--- config.mk ---
export PLATFORM = sky130hd
export DESIGN_NAME = learn_costs_flat
export DESIGN_NICKNAME = d
export VERILOG_FILES = /design/src/rtl/learn_costs_if.sv /design/src/rtl/learn_costs.sv /design/src/flat_wrapper.sv
export SDC_FILE = /design/constraint.sdc
export NUM_CORES = 1
export LEC_CHECK = 0
export CORE_ASPECT_RATIO = 0.8
export CORE_MARGIN = 2
export CORE_UTILIZATION = 49
export DETAILED_ROUTE_END_ITERATION = 10
export PLACE_DENSITY = 0.89
export SYNTH_ARGS = -nofsm -noshare
export SYNTH_HDL_FRONTEND = slang
export SYNTH_SLANG_ARGS = --single-unit
--- constraint.sdc ---
create_clock -name clock -period 2.9 [get_ports clock]
set_input_delay 0.58 -clock clock [delete_from_list [all_inputs] [get_ports clock]]
set_output_delay 0.58 -clock clock [all_outputs]
set_load 0.02 [all_outputs]
--- src/rtl/learn_costs_if.sv ---
// Neighbor-table memory bus shared by learn_costs (master) and the 2048 x 16 table (slave).
interface learn_costs_if;
   logic [10:0] address;
   logic        wr_en;
   logic [15:0] mem_data_in;
   logic [15:0] mem_data_out;

   modport master (
      output address,
      output wr_en,
      output mem_data_in,
      input  mem_data_out
   );

   modport slave (
      input  address,
      input  wr_en,
      input  mem_data_in,
      output mem_data_out
   );
endinterface

--- src/rtl/learn_costs.sv ---
// Learns a neighbor's costs: searches the neighbor table for the ID and updates the
// entry in place, or appends a new entry when the ID is absent and the table has room.
module learn_costs (
   input  logic          clock,
   input  logic          nrst,
   input  logic          en,
   input  logic [15:0]   fsourceID,
   input  logic [15:0]   fbatteryStat,
   input  logic [15:0]   fValue,
   input  logic [15:0]   fclusterID,
   input  logic [15:0]   initial_epsilon,
   learn_costs_if.master mem,
   output logic          done
);

   typedef enum logic [3:0] {
      StIdle, StRdCnt, StWaitCnt, StRdId, StWaitId, StCmp,
      StWrBat, StWrVal, StWrClu, StWrId, StWrEps, StWrCnt, StDone
   } state_e;

   localparam logic [4:0] MaxEntries = 5'd16;

   state_e      state_q, state_d;
   logic [3:0]  idx_q, idx_d;   // entry being searched, or slot being appended
   logic [4:0]  cnt_q, cnt_d;   // neighbor count N, clamped to 16
   logic        new_q, new_d;   // current write sequence appends a new entry
   logic [15:0] id_q, id_d;
   logic [15:0] bat_q, bat_d;
   logic [15:0] val_q, val_d;
   logic [15:0] clu_q, clu_d;
   logic [15:0] eps_q, eps_d;
   logic [10:0] base;

   assign base = 11'h010 + {4'b0000, idx_q, 3'b000};

   // State and operand registers; reset aborts any operation in flight.
   always_ff @(posedge clock or negedge nrst) begin
      if (!nrst) begin
         state_q <= StIdle;
         idx_q   <= '0;
         cnt_q   <= '0;
         new_q   <= 1'b0;
         id_q    <= '0;
         bat_q   <= '0;
         val_q   <= '0;
         clu_q   <= '0;
         eps_q   <= '0;
      end else begin
         state_q <= state_d;
         idx_q   <= idx_d;
         cnt_q   <= cnt_d;
         new_q   <= new_d;
         id_q    <= id_d;
         bat_q   <= bat_d;
         val_q   <= val_d;
         clu_q   <= clu_d;
         eps_q   <= eps_d;
      end
   end

   // Next-state logic and Moore outputs; bus is idle (all zero) outside the active states.
   always_comb begin
      state_d         = state_q;
      idx_d           = idx_q;
      cnt_d           = cnt_q;
      new_d           = new_q;
      id_d            = id_q;
      bat_d           = bat_q;
      val_d           = val_q;
      clu_d           = clu_q;
      eps_d           = eps_q;
      mem.address     = '0;
      mem.wr_en       = 1'b0;
      mem.mem_data_in = '0;
      done            = 1'b0;

      unique case (state_q)
         StIdle: begin
            if (en) begin
               id_d    = fsourceID;
               bat_d   = fbatteryStat;
               val_d   = fValue;
               clu_d   = fclusterID;
               eps_d   = initial_epsilon;
               idx_d   = '0;
               new_d   = 1'b0;
               state_d = StRdCnt;
            end
         end
         StRdCnt: state_d = StWaitCnt;
         StWaitCnt: begin
            // Out-of-range counts are treated as a full table.
            cnt_d = (mem.mem_data_out > 16'd16) ? MaxEntries : mem.mem_data_out[4:0];
            if (mem.mem_data_out == 16'd0) begin
               new_d   = 1'b1;
               state_d = StWrId;
            end else begin
               state_d = StRdId;
            end
         end
         StRdId: begin
            mem.address = base;
            state_d     = StWaitId;
         end
         StWaitId: begin
            mem.address = base;
            state_d     = StCmp;
         end
         StCmp: begin
            mem.address = base;
            if (mem.mem_data_out == id_q) begin
               state_d = StWrBat;
            end else if (({1'b0, idx_q} + 5'd1) < cnt_q) begin
               idx_d   = idx_q + 4'd1;
               state_d = StRdId;
            end else if (cnt_q < MaxEntries) begin
               idx_d   = cnt_q[3:0];
               new_d   = 1'b1;
               state_d = StWrId;
            end else begin
               state_d = StDone;
            end
         end
         StWrId: begin
            mem.address     = base;
            mem.wr_en       = 1'b1;
            mem.mem_data_in = id_q;
            state_d         = StWrBat;
         end
         StWrBat: begin
            mem.address     = base + 11'd1;
            mem.wr_en       = 1'b1;
            mem.mem_data_in = bat_q;
            state_d         = StWrVal;
         end
         StWrVal: begin
            mem.address     = base + 11'd2;
            mem.wr_en       = 1'b1;
            mem.mem_data_in = val_q;
            state_d         = StWrClu;
         end
         StWrClu: begin
            mem.address     = base + 11'd3;
            mem.wr_en       = 1'b1;
            mem.mem_data_in = clu_q;
            state_d         = new_q ? StWrEps : StDone;
         end
         StWrEps: begin
            mem.address     = base + 11'd4;
            mem.wr_en       = 1'b1;
            mem.mem_data_in = eps_q;
            state_d         = StWrCnt;
         end
         StWrCnt: begin
            mem.address     = 11'h000;
            mem.wr_en       = 1'b1;
            mem.mem_data_in = {11'b0, cnt_q + 5'd1};
            state_d         = StDone;
         end
         StDone: begin
            done    = 1'b1;
            state_d = StIdle;
         end
         default: state_d = StIdle;
      endcase
   end

endmodule

--- src/flat_wrapper.sv ---
// flat-port wrapper written by rule: the top's interface ports become plain ports
module learn_costs_flat 
  (clock, nrst, en, fsourceID, fbatteryStat, fValue, fclusterID, initial_epsilon, done, mem_address, mem_wr_en, mem_mem_data_in, mem_mem_data_out);
  learn_costs_if mem_i ();
  input  logic clock;
  input  logic nrst;
  input  logic en;
  input  logic [15:0] fsourceID;
  input  logic [15:0] fbatteryStat;
  input  logic [15:0] fValue;
  input  logic [15:0] fclusterID;
  input  logic [15:0] initial_epsilon;
  output logic done;
  output wire logic [$bits(mem_i.address)-1:0] mem_address;
  output wire logic [$bits(mem_i.wr_en)-1:0] mem_wr_en;
  output wire logic [$bits(mem_i.mem_data_in)-1:0] mem_mem_data_in;
  input wire logic [$bits(mem_i.mem_data_out)-1:0] mem_mem_data_out;
  assign mem_address = mem_i.address;
  assign mem_wr_en = mem_i.wr_en;
  assign mem_mem_data_in = mem_i.mem_data_in;
  assign mem_i.mem_data_out = mem_mem_data_out;
  learn_costs u_core (.clock(clock), .nrst(nrst), .en(en), .fsourceID(fsourceID), .fbatteryStat(fbatteryStat), .fValue(fValue), .fclusterID(fclusterID), .initial_epsilon(initial_epsilon), .mem(mem_i), .done(done));
endmodule
Word-level counts from Yosys, hierarchy flattened. Index checks and enable logic that the tools add are counted.

Mux-type cells: 23. Equal/unequal tests: 19. $lt $le $gt $ge: 3. Reduce and logical (&&, ||, !) cells: 9. Add/subtract/negate cells: 8.

Operators with widths (count): $pmux 16 s6 (1); $pmux 11 s5 (1); $pmux 4 s12 (1); $mux 4 (8); $add 11x2->11 const B (2); $eq 4x4->1 const B (5); $eq 16x16->1 (1); $eq 4x3->1 const B (4); $gt 16x5->1 const B (1); $logic_not 16->1 (1); $add 11x1->11 const B (1); $add 11x3->11 const B (1); $add 5x7->8 const A (1); $eq 4x2->1 const B (2); $pmux 4 s2 (1); $mux 1 (7); $mux 3 (2); $ne 2x2->1 const B (3); $reduce_and 6->1 (1); $reduce_or 6->1 (1); $add 4x1->5 const B (1); $add 5x1->5 const B (1); $lt 5x5->1 (1); $lt 5x5->1 const B (1); other kinds (12) (13).

Flip-flop bits (word level): 94. Word-level logic and storage cells: 71. Output and inout port bits: 29.

Logic depth before layout (Yosys ltp). Gate-level depths: netlist of the first run.

Depth in word-level cells: 5. Mapped depth: 10.

Worst setup path after synthesis of the first run. No wires, ideal clock.

Path type: flip-flop to flip-flop. Start: reg u_core.idx_q[0]. End: reg u_core.idx_q[0]. Data required time: 2778 ps. Setup time: 122 ps. Data arrival time: 2119 ps. Cell stages (with the launch flop): 11. Path slack: 659 ps. Period minus slack after synthesis: 2241 ps. Path buffers: 1. Cells stage by stage: dfrtp_1 -> ha_1 -> xor2_1 -> ha_1 -> a21o_1 -> a31oi_1 -> o21ai_0 -> buf_2 -> nor3b_1 -> a31oi_1 -> a32o_1.

Word-level cells in the longest chain between the ends: 5.

Ends and longest elaborated chain: start, declared (line learn_costs.sv:24) `logic [3:0] idx_q, idx_d;`; start signal, assigned (line learn_costs.sv:50) `idx_q <= idx_d;`; $add 4x1->5 (line learn_costs.sv:113) `end else if (({1'b0, idx_q} + 5'd1) < cnt_q) begin`; $lt 5x5->1 (line learn_costs.sv:113); $mux 4 (line learn_costs.sv:113); $mux 4 (line learn_costs.sv:111) `if (mem.mem_data_out == id_q) begin`; $pmux 4 s2 (line learn_costs.sv:77) `unique case (state_q)`.

Several ways; a longest one is shown, not always the timed one. The select of a mux whose other input is x is not followed. A chain may end at the register's enable or synchronous reset.

Worst setup path in the final report of the first run.
Start: reg u_core.state_q[0]. End: out mem_address[2].

Word-level cells in the longest chain between the ends: 3.

Ends and longest elaborated chain: start, declared (line learn_costs.sv:23) `state_e state_q, state_d;`; start signal, assigned (line learn_costs.sv:39) `state_q <= StIdle;`; start signal, assigned (line learn_costs.sv:49) `state_q <= state_d;`; $eq 4x2->1 (tied with other cells) (line learn_costs.sv:77); $reduce_or 4->1 (no source line); $pmux 11 s5 * (line learn_costs.sv:77); end, declared (line flat_wrapper.sv:14) `output wire logic [$bits(mem_i.address)-1:0] mem_address;`.

Every way passes the cells marked *; elsewhere a longest branch is shown, timed or not.

==> qor.yml, run 1 <==
status: "finished, final reports clean"
synth_most_common_cell: "dfrtp_1"
ys_seq_elements: 94
timing.fmax_mhz: 349.2
die_w_um: 114.0
clk_pin_slew_ps: 70
clkSinkCount: 94
synth_flop_cell: "dfrtp_1"
dp_hpwl_um: 9392
place_ws_ps: 91.12
post-route-util_pct: 67.96
wirelength_um: 12940
r2r.worst_path.cells: 10
slew_viol_final: 0
worst_ep_arrival_time_ps: 2280
finalClockSkew_ps: 5.328
area_growth_pct: 36.43
io_buffer_count: 124
cap_violations: 0
antenna_found_initial: 0
synth.distinct_cells: 45
crit_type: "flop to primary output"
fill_cells: 720
place_area_mm2: 0.006138
critPathRequiredTime_ps: 2320
root_buffer: "clkbuf_16"
firstDrtPassIters: 6
rows: 32
cts_tree: "done"
setup_viol: 0
synth_cells: 398
syn-cell-area_mm2: 0.004747
core_area_mm2: 0.009529
dieHeight_um: 92.04
finalHoldViolations: 0
synth_warnings: 0
yosys-top-cells-count: "94 x dfrtp_1, 80 x mux2_2, 28 x nand2_1"
max_slew_margin_pct: 53.77
numCtsBuffers: 9
post-route-min-period_ps: 2864
grt_remaining_overflow: 0
synth_edf_count: 0
r2r_end: "u_core.state_q[0]"
routedWlPerCell_um: 19.76
final_layout_size_suffix_gt1_share_pct: 25.19
clock_latency_ps: 340
register_area_mm2: 0.002352
synthTopCellsByArea: "dfrtp_1 50%, mux2_2 19%, xor2_1 3.5%"
yosys.area.top_type_share_pct: 49.55
hold_path.class: "input pin to asynchronous set/reset pin"
reg2reg_slack_ps: 390
finalCritPeriodShare_pct: 98.75
path_max_fanout: 14
r2r-start: "u_core.idx_q[0]"
place.gp.congestion: 0.9054
setup_slack_ps: 36.20
power_density_mw_per_mm2: 956.8
avgSynthCellArea_um2: 11.93
die_area_mm2: 0.01050
num_vias: 3843
start_util_pct: 49.82
track_usage_pct: 25.63
grt_start_max_net_pins: 55
routed_via_density: 5.867
multi_input_area_mm2: 0.002248
diodes: 0
synth-seq-area-share_pct: 49.55
startpoint_type: "flop"
grt_pass1_wl_um: 20820
grt_pass1_vias: 4132
nNetsFinal: 637
cts_max_path_buffers: 2
max-vdd-ir-drop_mv: 0.5123
worst_slew_pin_slew_ps: 693.4
total_power_w: 0.006196
drt_iter0_drc: 275
synthArstFlopShare_pct: 100.0
end_kind: "primary output"
ioPinCount: 128
leakagePower_nw: 2.882
grt_setup_unrepaired: "false"
htreeDepth: 3
fin_area_mm2: 0.006476
yosysTopAreaCell: "dfrtp_1"
antenna_left: 0
drcViolationCount: 0
how the worst max path moves through the flow:
stage,depth (start not counted),endpoint,startpoint,slack [ps]
floorplan,10,u_core.idx_q[0],u_core.idx_q[0],660
global placement,6,mem_mem_data_in[15],u_core.state_q[3],220
CTS,7,mem_mem_data_in[8],u_core.state_q[0],-50
finish,5,mem_address[2],u_core.state_q[0],40
detailed placement,6,mem_mem_data_in[10],u_core.state_q[3],90
global route,5,mem_address[2],u_core.state_q[0],6
timing repair:
| item | 4_1_cts | 5_1_grt |
|---|---|---|
| hold buffers | 0 | 0 |
| endpoints found under the setup margin | 17 | 3 |
| pin swaps | 1 | 2 |
| buffers inserted | 0 | 1 |
| resized for setup | 20 | 5 |
| gates cloned | 0 | 0 |
state kept, by name, summed over array words and instances (netlist names):
signal / cells
u_core.val_q: 16
u_core.eps_q: 16
u_core.idx_q: 4
u_core.id_q: 16
u_core.new_q: 1
u_core.bat_q: 16
u_core.cnt_q: 5
u_core.state_q: 4
u_core.clu_q: 16
per-layer routing:
metal / track usage (%) / routed length, um / vias to the layer above
met5: 0 / 0 / -
met1: 31.03 / 5093 / 1905
met4: 6.606 / 296 / 0
met3: 7.931 / 1124 / 31
li1: - / - / 1715
met2: 44.49 / 6425 / 192
worst max-delay path, stage by stage (launching register included):
cell and delay, ps:
dfrtp_1 460, nand2b_1 230, buf_4 170, nor2_1 230
buf_6 220, clkdlybuf4s50_1 630
cells by family after synthesis:
| family | synth area share [%] |
|---|---|
| buffers and inverters | 4.059 |
| XOR/XNOR | 4.243 |
| flip-flops | 49.55 |
| other | 0.07900 |
| AO/OA/AOI/OAI | 11.23 |
| AND/OR/NAND/NOR | 8.962 |
| adder cells (fa/ha/maj) | 1.845 |
| multiplexers | 20.03 |
area by class of cell:
type                       instances  area share, %
tap                              119          2.299
multi-input combinational        274          34.72
clock buffer                      10          3.690
clock inverter                     6          1.063
timing repair buffer             143          21.39
sequential                        94          36.32
inverter                           9         0.5216
stage by stage:
step / std cells / hold WS (ps) / setup TNS [ps]
final: 655 / 274.5 / 0
after global routing: 655 / 332.6 / 0
after CTS: 654 / 303.0 / -48.62
after detailed placement: 638 / 493.0 / 0
after global placement: 638 / 486.3 / 0
after floorplan: 400 / 284.4 / 0
power breakdown:
group / switching, W / internal [W]
Sequential: 0.000467 / 0.00194
Clock: 0.000517 / 0.000700
Combinational: 0.00123 / 0.00135
layout by cell type (no fill, tap or decap), types with 3 or more instances in the layout:
cell / count
nand2_1: 27
mux2_2: 80
a22oi_1: 19
a31oi_1: 3
inv_1: 9
nor4_1: 6
ha_1: 7
mux2i_1: 5
clkdlybuf4s50_1: 107
dfrtp_1: 94
a222oi_1: 13
a21oi_1: 12
conb_1: 3
clkbuf_16: 9
xor2_1: 18
xnor2_1: 4
nand3_1: 8
nor2_1: 16
dlygate4sd2_1: 14
o21ai_0: 14
buf_4: 18
(Power assumes the default switching activity.)
==> run 2, diff against run 1 <==
--- a/config.mk
+++ b/config.mk
@@ -5,11 +5,10 @@
 export SDC_FILE = /design/constraint.sdc
 export NUM_CORES = 1
 export LEC_CHECK = 0
-export CORE_ASPECT_RATIO = 0.8
 export CORE_MARGIN = 2
-export CORE_UTILIZATION = 49
+export CORE_UTILIZATION = 53
 export DETAILED_ROUTE_END_ITERATION = 10
-export PLACE_DENSITY = 0.89
+export PLACE_DENSITY = 0.95
 export SYNTH_ARGS = -nofsm -noshare
 export SYNTH_HDL_FRONTEND = slang
 export SYNTH_SLANG_ARGS = --single-unit
==> constraint.sdc (replaced) <==
create_clock -name clock -period 3.55 [get_ports clock]
set_input_delay 0.71 -clock clock [delete_from_list [all_inputs] [get_ports clock]]
set_output_delay 0.71 -clock clock [all_outputs]
set_load 0.02 [all_outputs]
==> run 2 against run 1 <==
  * Sequential share of layout area increased by 1.4 points
  * Critical path depth is 2 higher
  * Cell count down 2.7%
  * Clock power fell by 46%
  * Sequential cell count did not move
  * Die area decreased by 7.3%
  * First-iteration DRC count increased by 11%
  * Global-route usage is 1.0 points higher
  * Critical path type unchanged
==> qor.yml, run 2 (synthesis gave the netlist of run 1 again) <==
hold_path.class: "input pin to asynchronous set/reset pin"
routed_via_density: 5.940
critPathRequiredTime_ps: 2840
cap_violations: 0
max-vdd-ir-drop_mv: 0.4318
power_density_mw_per_mm2: 751.7
multi_input_area_mm2: 0.002217
drt_iter0_drc: 304
diodes: 0
layout_common_cells: "123 x clkdlybuf4s50_1, 93 x dfrtp_1, 80 x mux2_2, 27 x nand2_1"
cts_max_path_buffers: 2
antenna_found_initial: 0
track_usage_pct: 26.63
max_slew_margin_pct: 27.30
finalCritPeriodShare_pct: 95.37
combinationalPowerShare_pct: 43.3
crit_type: "flop to primary output"
grt_remaining_overflow: 0
finalHoldWorstSlack_ps: 350.6
die_area_mm2: 0.009730
final_layout_size_suffix_gt1_share_pct: 23.06
clkSinkCount: 94
clockPowerShare_pct: 13.9
slew_viol_final: 0
numCtsBuffers: 9
netSwitchingFraction_pct: 37.16
drcViolationCount: 0
root_buffer: "clkbuf_8"
worst_ep_arrival_time_ps: 2680
timing.fmax_mhz: 295.4
leakagePower_nw: 2.677
grt_start_max_net_pins: 85
path_max_fanout: 11
place.gp.congestion: 0.8860
cts_tree: "done"
clk_pin_slew_ps: 90
internal_power_w: 0.002949
p_sw_w: 0.001744
grt_setup_unrepaired: "false"
worst_slew_pin_slew_ps: 1091
end_kind: "primary output"
finalClockSkew_ps: 5.302
area_growth_pct: 31.50
power.share.sequential_pct: 42.8
total_power_w: 0.004692
setup_slack_ps: 164.3
setup_viol: 0
status: "finished, final reports clean"
start_util_pct: 54.43
dieHeight_um: 98.64
hold_buffers: 0
antenna_left: 0
dp_hpwl_um: 9520
ioPinCount: 128
final_common_cell: "clkdlybuf4s50_1"
finalHoldViolations: 0
firstDrtPassIters: 5
fill_cells: 584
die_w_um: 98.64
startpoint_type: "flop"
register_area_mm2: 0.002354
tns_ps: 0
io_buffer_count: 124
grt_pass1_wl_um: 20180
num_vias: 3784
htreeDepth: 3
wirelength_um: 12550
nNetsFinal: 630
rows: 34
core_area_mm2: 0.008721
grt_pass1_vias: 4031
clock_latency_ps: 360
routedWlPerCell_um: 19.70
post-route-min-period_ps: 3386
place_ws_ps: 586.4
==> run 2: changes by cell type in the layout (fill, tap and decap cells not counted), sizes merged <==
cell	change
clkdlybuf4s50	+16
buf	-7
clkinvlp	+1
dlymetal6s2s	-2
bufinv	-1
dlygate4sd2	-14
==> run 2: timing repair <==
action                     4_1_cts  5_1_grt
setup endpoints to repair        0        1
buffers inserted                 0        0
resized for setup                0        1
==> run 2: path summary, 6_finish.rpt <==
path / slack [ps] / from / to / depth (start not counted)
worst min-delay path: 350 / nrst / u_core.bat_q[5] / 1
worst max register to register: 1020 / u_core.idx_q[0] / u_core.state_q[2] / 10
max in group asynchronous: 2420 / nrst / u_core.state_q[1] / 2
worst max-delay path: 160 / u_core.state_q[3] / mem_mem_data_in[0] / 7
worst min register to register: 520 / u_core.bat_q[13] / u_core.bat_q[13] / 1
min in group clock: 520 / u_core.bat_q[13] / u_core.bat_q[13] / 1
==> run 2: critical path, stage by stage, from the launching register on <==
cell and delay [ps]:
dfrtp_1 540, nand2b_1 280, nor2_1 330, buf_4 260
a22oi_1 100, nand2_1 70, a221o_1 120, clkdlybuf4s50_1 610
==> run 2: cell type report <==
class / instances / share of cell area [%]
clock buffers: 10 / 2.044
clock inverters: 6 / 0.7416
inverters: 9 / 0.5412
multi-input cells: 274 / 35.52
flip-flops and latches: 94 / 37.70
well taps: 108 / 2.165
repair buffers: 136 / 21.29
==> run 2: power groups by stage <==
| stage | Sequential, W | Clock (W) | Combinational (W) |
|---|---|---|---|
| 6_report | 0.00201 | 0.000653 | 0.00203 |
| 2_1_floorplan | 0.00182 | 0 | 0.00146 |
| 4_1_cts | 0.00199 | 0.000663 | 0.00204 |
| 3_5_place_dp | 0.00201 | 0 | 0.00203 |
| 5_1_grt | 0.00205 | 0.000705 | 0.00220 |
| 3_3_place_gp | 0.00196 | 0 | 0.00195 |
==> run 2: layer usage <==
metal | vias to the layer above | wire length, um | track usage [%]
met2 | 198 | 6175 | 44.06
met4 | 0 | 402 | 9.800
met1 | 1833 | 4770 | 33.55
li1 | 1716 | - | -
met5 | - | 0 | 0
met3 | 37 | 1203 | 7.589
==> run 2: metrics by stage <==
step / area [um^2] / utilization, % / cells
2_1_floorplan: 4755 / - / 400
3_3_place_gp: 6067 / 69.57 / 621
6_report: 6242 / 71.58 / 637
3_5_place_dp: 6067 / 69.57 / 621
4_1_cts: 6241 / 71.56 / 637
5_1_grt: 6242 / 71.58 / 637
